### config.mk
export PLATFORM = sky130hd
export DESIGN_NAME = ram_arbiter
export DESIGN_NICKNAME = d
export VERILOG_FILES = /design/src/rtl/ram_arbiter.sv
export SDC_FILE = /design/constraint.sdc
export NUM_CORES = 1
export LEC_CHECK = 0
export ABC_AREA = 1
export CAP_MARGIN = 5
export CELL_PAD_IN_SITES_DETAIL_PLACEMENT = 2
export CELL_PAD_IN_SITES_GLOBAL_PLACEMENT = 2
export CORE_MARGIN = 8
export CORE_UTILIZATION = 20
export DETAILED_ROUTE_END_ITERATION = 8
export PLACE_DENSITY = 0.82
export SYNTH_ARGS = -nofsm -noshare
export SYNTH_HDL_FRONTEND = slang
export SYNTH_SLANG_ARGS = --single-unit
### constraint.sdc
create_clock -name clock -period 2.3 [get_ports clock]
set_clock_uncertainty 0.05 [all_clocks]
set_input_delay 0.345 -clock clock [delete_from_list [all_inputs] [get_ports clock]]
set_output_delay 0.345 -clock clock [all_outputs]
set_load 0.005 [all_outputs]
### src/rtl/ram_arbiter.sv
// Round-robin arbiter sharing one single-port RAM (combinational read, clocked write) between N_REQ requesters.
// Latency: request seen at edge E0 -> one ACCESS cycle -> ack/rdata valid in the following cycle (one transaction per 2 cycles).
// Backpressure: requesters hold req until their ack; a requester whose ack is high is masked from arbitration in that cycle.
module ram_arbiter #(
  parameter int N_REQ      = 4,
  parameter int WIDTH      = 16,
  parameter int ADDR_WIDTH = 3
) (
  input  logic                        clock,
  input  logic                        reset_n,
  input  logic [N_REQ-1:0]            req,
  input  logic [N_REQ-1:0]            we,
  input  logic [N_REQ*ADDR_WIDTH-1:0] addr,
  input  logic [N_REQ*WIDTH-1:0]      wdata,
  output logic [N_REQ-1:0]            ack,
  output logic [WIDTH-1:0]            rdata,
  output logic                        busy,
  output logic                        mem_load,
  output logic [ADDR_WIDTH-1:0]       mem_address,
  output logic [WIDTH-1:0]            mem_in,
  input  logic [WIDTH-1:0]            mem_out
);

  localparam int IDX_W = (N_REQ > 1) ? $clog2(N_REQ) : 1;

  typedef enum logic {
    IDLE   = 1'b0,
    ACCESS = 1'b1
  } state_t;

  state_t                r_state;
  logic [IDX_W-1:0]      r_rr_ptr;
  logic [IDX_W-1:0]      r_gnt_idx;
  logic                  r_we;
  logic [ADDR_WIDTH-1:0] r_addr;
  logic [WIDTH-1:0]      r_wdata;
  logic [N_REQ-1:0]      r_ack;
  logic [WIDTH-1:0]      r_rdata;

  logic [N_REQ-1:0]      w_cand;
  logic                  w_found;
  logic [IDX_W-1:0]      w_win;
  int                    w_idx;
  logic                  w_sel_we;
  logic [ADDR_WIDTH-1:0] w_sel_addr;
  logic [WIDTH-1:0]      w_sel_wdata;
  logic [IDX_W-1:0]      w_next_ptr;

  // Candidates exclude the requester being acked this cycle so a late req drop cannot re-issue.
  assign w_cand = req & ~r_ack;

  // Scan candidates starting at the round-robin pointer; the first set bit wins.
  always_comb begin
    w_found = 1'b0;
    w_win   = '0;
    w_idx   = 0;
    for (int k = 0; k < N_REQ; k++) begin
      w_idx = int'(r_rr_ptr) + k;
      if (w_idx >= N_REQ) begin
        w_idx = w_idx - N_REQ;
      end
      if (!w_found && w_cand[w_idx]) begin
        w_found = 1'b1;
        w_win   = IDX_W'(w_idx);
      end
    end
  end

  // Only the winner's fields are muxed out, so unselected requesters cannot leak X into state.
  always_comb begin
    w_sel_we    = we[w_win];
    w_sel_addr  = addr[int'(w_win)*ADDR_WIDTH +: ADDR_WIDTH];
    w_sel_wdata = wdata[int'(w_win)*WIDTH +: WIDTH];
  end

  // Pointer moves to the requester after the one just served, wrapping at N_REQ-1.
  always_comb begin
    if (r_gnt_idx == IDX_W'(N_REQ - 1)) begin
      w_next_ptr = '0;
    end else begin
      w_next_ptr = r_gnt_idx + 1'b1;
    end
  end

  // Two-state controller: arbitrate and latch in IDLE, perform the memory access in ACCESS.
  always_ff @(posedge clock or negedge reset_n) begin
    if (!reset_n) begin
      r_state   <= IDLE;
      r_rr_ptr  <= '0;
      r_gnt_idx <= '0;
      r_we      <= 1'b0;
      r_addr    <= '0;
      r_wdata   <= '0;
      r_ack     <= '0;
      r_rdata   <= '0;
    end else begin
      r_ack <= '0;
      case (r_state)
        IDLE: begin
          if (w_found) begin
            r_gnt_idx <= w_win;
            r_we      <= w_sel_we;
            r_addr    <= w_sel_addr;
            r_wdata   <= w_sel_wdata;
            r_state   <= ACCESS;
          end
        end
        ACCESS: begin
          // mem_out is sampled on the same edge as any write, so writes return the old content.
          r_rdata          <= mem_out;
          r_ack[r_gnt_idx] <= 1'b1;
          r_rr_ptr         <= w_next_ptr;
          r_state          <= IDLE;
        end
        default: r_state <= IDLE;
      endcase
    end
  end

  // Load is gated by state so an asynchronous reset mid-access drops it immediately.
  assign mem_load    = (r_state == ACCESS) && r_we;
  assign mem_address = r_addr;
  assign mem_in      = r_wdata;
  assign busy        = (r_state == ACCESS);
  assign ack         = r_ack;
  assign rdata       = r_rdata;

endmodule

After elaboration in Yosys (flattened, before gate mapping)
Cells that the tools add are included.

cells by class
  add/sub/neg operators = 8
  multipliers = 1
  magnitude comparators = 11
  equal/unequal tests = 1
  shift operators = 2
  mux-type cells = 32
  bitwise logic cells = 3
  reduce and logical (&&, ||, !) cells = 9

operators with widths
  kind                                                                    number
  32-bit by 4-bit < comparator with 1-bit output (second input constant)  4
  32-bit two-way mux                                                      4
  64-bit by 7-bit indexed part select with 16-bit output                  1
  1-bit two-way mux                                                       15
  12-bit by 5-bit indexed part select with 3-bit output                   1
  3-bit by 3-bit subtractor with 4-bit output (second input constant)     3
  1-bit binary-select mux with 2-bit select                               5
  2-bit two-way mux                                                       5
  3-bit >= comparator (second input constant)                             3
  2-bit by 2-bit adder with 3-bit output (second input constant)          2
  2-bit by 3-bit < comparator with 1-bit output (second input constant)   2
  1-bit logical AND                                                       5
  4-bit AND                                                               1
  2-bit by 2-bit multiplier with 4-bit output (second input constant)     1
  4-bit two-way mux                                                       1
  4-bit NOT                                                               1
  2-bit by 3-bit subtractor with 4-bit output (second input constant)     1
  2-bit by 1-bit adder with 3-bit output (second input constant)          1
  2-bit by 3-bit >= comparator with 1-bit output (second input constant)  1
  1-bit zero test                                                         3
  2-bit by 1-bit adder with 2-bit output (second input constant)          1
  1-bit demux with 2-bit select                                           1
  2-bit == test (second input constant)                                   1
  2-bit by 1-bit >= comparator with 1-bit output (second input constant)  1
  other kinds (3)                                                         3

word-level totals
  bits in registers = 45
  logic and storage cells = 75

Logic depth before layout (Yosys ltp)
  word-level depth = 17
  depth in mapped cells = 16

Worst setup path before layout
No wires, ideal clock.

  path kind = reg-to-reg
  start point = reg r_rr_ptr[0]
  end point = reg r_wdata[0] (netlist: mem_in[0])
  arrival time = 1600 ps
  data required time = 2120 ps
  slack = 520 ps
  cell stages (with the launch flop) = 15
  buffers on the path = 2
  period minus slack after synthesis = 1780 ps
  cells stage by stage = dfrtp_1 buf_6 inv_4 nand3_1 nand2_1 nand2_1 nand2_1 nand4_1 nand2_4 nand2_4 buf_6 inv_4 nand2_1 nand3_1 nand3_1

on the way
  longest elaborated chain between the ends = 16
  elaborated cells between the ends (all ways) = 43
  classes of those cells = 7 x add/sub; 4 x order compare; 1 x shift; 24 x mux; 7 x reduce/logical

RTL lines
  what                                                                                                  line  source
  from (decl)                                                                                           32    logic [IDX_W-1:0] r_rr_ptr;
  from (signal assigned)                                                                                112   r_rr_ptr <= w_next_ptr;
  parallel branches: the longest is 16 deep, another holds 3-bit by 3-bit subtractor with 4-bit output  -
  to (signal assigned)                                                                                  104   r_wdata <= w_sel_wdata;
  to (decl)                                                                                             36    logic [WIDTH-1:0] r_wdata;

Parallel ways; which one is timed is not known. The select of a mux whose other input is x is not followed.
A chain may end at the register's enable or synchronous reset.

Final worst setup path
  start point = reg r_rr_ptr[0]
  end point = reg r_wdata[4] (netlist: mem_in[4])

The elaborated chain is that of the path after synthesis.

==> results.md <==
- Final Setup Violations: 0
- Hold Path Class: input port to async pin
- Peak VDD IR: 0.000591 V
- Crit start category: flip-flop
- Switch share: 46.7%
- Total Power: 7.44 mW
- Dpl hpwl: 10.3 mm
- FFs w/ async S/R, synth: 100%
- WHS: 0.0961 ns
- Via density per instance: 4.34
- Met1 GRT Util: 14.9%
- Clock Power Share: 11.6%
- Initial antenna violation count: 0
- Seq pwr share: 20.3%
- PwrDens: 1550 mW/mm^2
- Leak: 2.48 nW
- Nets: 693
- Fin. Hold Viols: 0
- Worst-Margin Slew: 0.815 ns
- YS warnings: 0
- Vias in the first global route: 3902
- Grt peak-use layer: met2
- Post-synth top area share: 38.5%
- Fin crit period: 2.09 ns
- Die height: 137 um
- GR Overflow Total: 0
- Port buffer count: 142
- Area contributors post-synth: dfrtp_1, nand2_1, nand3_1
- Most frequent cells after synthesis: nand2_1, inv_1, nand3_1
- Initial Utilization: 20.3%
- Vias post-DR: 3347
- Max_cap viols: 0
- Top Family by Delay on Critical Path: simple AND/OR/NAND/NOR gates
- Comb power frac: 68.1%
- Critical Path Max Stage Delay: 0.50 ns
- Fill count: 1704
- Fin. max-slew vios: 0
- Worst slack at placement: -0.0493 ns
- Status: finished clean
- CTS tree: built
- Setup tns final: 0 ns
- Syn Nets: 548
- Endpoint type of the worst setup path: flip-flop
- Worst path slowest cell: dfrtp_2
- Register bit count reported by yosys: 45
- GRT Overall Usage: 13.5%
- WP buf/inv: 2
- Met3 Usage GRT: 2.86%
- Syn-to-layout area delta: 64.3%
- CTS Hold Bufs: 0
- Avg WL per Cell: 16.1 um
- Skew-Pair Late Insertion Delay: 0.29 ns
- Die area: 0.0188 mm^2
- TritonRoute pass-1 iters: 3
- Layout cells sized above 1: 7.14%
- H-tree lvl count: 2
- Core area: 0.0144 mm^2
- TritonCTS buffer count: 5
- Clk buf depth: 2
- Drc violations: 0
- Most common cell in the netlist: nand2_1
- CP Class: flip-flop to flip-flop
- Final period util: 91.0%
- I/O Pins: 143
- Fmax: 0.478 GHz
- CP Max Fanout: 10
- Switching pwr: 3.47 mW
- First-pass GRT wire length: 20.2 mm
- CP arrival: 2.22 ns
- Crit-path cells: inv_4 > nand3_1 > nand2_1 > nand2_1 > nand2_1 > nor2_1 > nor2_2 > nand2_4 > nand2_4 > buf_4 > nand2_1 > nand3_1 > nand2_1 > nand2_1 > nand2_1
- Internal Pwr Total: 3.97 mW
- CTS clk-pin slew, worst paths: 0.06 ns
- Clock Root Buffer: clkbuf_16
- WP data required: 2.43 ns
- Cell taking the most area after synthesis: dfrtp_1
- Register area: 0.00113 mm^2
- Initial DRC Count: 117
- Post-synthesis area per instance: 6.62 um^2
- Area of the multi-input gates: 0.00136 mm^2
- RSZ-0062 raised after global routing: no
- Sink Count: 45
- Most used cell, CP: nand2_1
- Ant diodes: 0
- Relative slew slack: 45.7%
- Num rows: 44
- Number of routed nets with antenna violations: 0
- Register area share after synthesis: 38.5%
- Synth cell types: 24
- Cells after synthesis: 442
- Post-synthesis cell area: 0.00293 mm^2
- Post-synth EDFFs: 0
- Largest net degree at the start of global routing: 35
- GPL Wtd Cong: 0.768
- Ys flop type: dfrtp_1
- Die width: 137 um
- Worst setup margin: 0.207 ns
- M2 GR Usage: 25.4%
- WL final: 12.4 mm
-- metal layers --
metal  routed length (um)  vias up
met1                 4940     1641
met3                  552       10
met4                  148        0
met5                    0        -
met2                 6760       67
li1                     -     1629
-- registers in the layout, indices dropped and copies added, names as in the netlist --
register,cells
r_we,1
r_gnt_idx,2
busy,1
mem_in,16
mem_address,3
r_rr_ptr,2
ack,4
rdata,16
-- final timing paths --
kind,to,slack (ns),depth (start not counted),from
worst min-delay path,rdata[13],0.1,1,reset_n
min in group clock,rdata[4],0.42,2,rdata[4]
worst max-delay path,mem_in[4],0.21,15,r_rr_ptr[0]
max in group asynchronous,r_rr_ptr[0],1.42,2,reset_n
worst min register to register,rdata[4],0.42,2,rdata[4]
worst max register to register,mem_in[4],0.21,15,r_rr_ptr[0]
-- cells by family (layout without fill, tap and decap cells) --
family | after synthesis | after routing | synth area share (%)
and+or+nand+nor | 274 | 274 | 40.7
buffers and inverters | 104 | 250 | 15.4
DFF | 45 | 45 | 38.5
AOI/OAI and AO/OA | 15 | 15 | 3.72
adders and majority gates | 4 | 4 | 1.71
-- final cells by class --
type	count	area share [%]
repair buffers	157	33.1
multi-input cells	293	28.2
flip-flops and latches	45	23.5
inverters	85	6.79
well taps	184	4.79
clock buffers	6	2.89
clock inverters	2	0.781
-- power by group through the flow --
stage | sequential (mW) | clock [mW] | combinational, mW
4_1_cts | 1.52 | 0.897 | 5.20
2_1_floorplan | 1.46 | 0 | 3.00
3_3_place_gp | 1.51 | 0 | 4.96
3_5_place_dp | 1.52 | 0 | 5.18
6_report | 1.51 | 0.862 | 5.07
5_1_grt | 1.56 | 0.914 | 5.72
-- cells in the final DEF, fill, tap and decap left out, types with 2 or more instances in the layout --
master	count
nand3_2	3
inv_4	3
ha_1	4
nand2_4	2
buf_12	5
nand4_1	2
clkdlybuf4s50_1	141
o211ai_1	8
nand2_1	181
o21ai_0	3
inv_2	2
nor2_4	3
dfrtp_1	44
buf_4	10
a21oi_1	2
nand3_1	79
nor2_2	2
inv_1	79
clkbuf_16	5
-- worst register-to-register path: stages, from the launching register on --
cell	delay [ns]
dfrtp_2	0.50
inv_4	0.12
nand3_1	0.12
nand2_1	0.13
nand2_1	0.11
nand2_1	0.08
nor2_1	0.05
nor2_2	0.12
nand2_4	0.08
nand2_4	0.11
buf_4	0.18
nand2_1	0.07
nand3_1	0.08
nand2_1	0.07
nand2_1	0.06
nand2_1	0.06
-- metrics by stage --
step	area, um^2	utilization, %	cells
final	4810	33.3	772
after global routing	4810	33.3	772
after CTS	4800	33.3	772
after detailed placement	4620	32.0	764
after global placement	4620	32.0	764
after floorplan	2930	-	442
-- what timing repair did --
item	in CTS	in global routing
endpoints found under the setup margin	0	20
resized for setup	0	3
setup buffers	0	0
(Power assumes the default switching activity.)
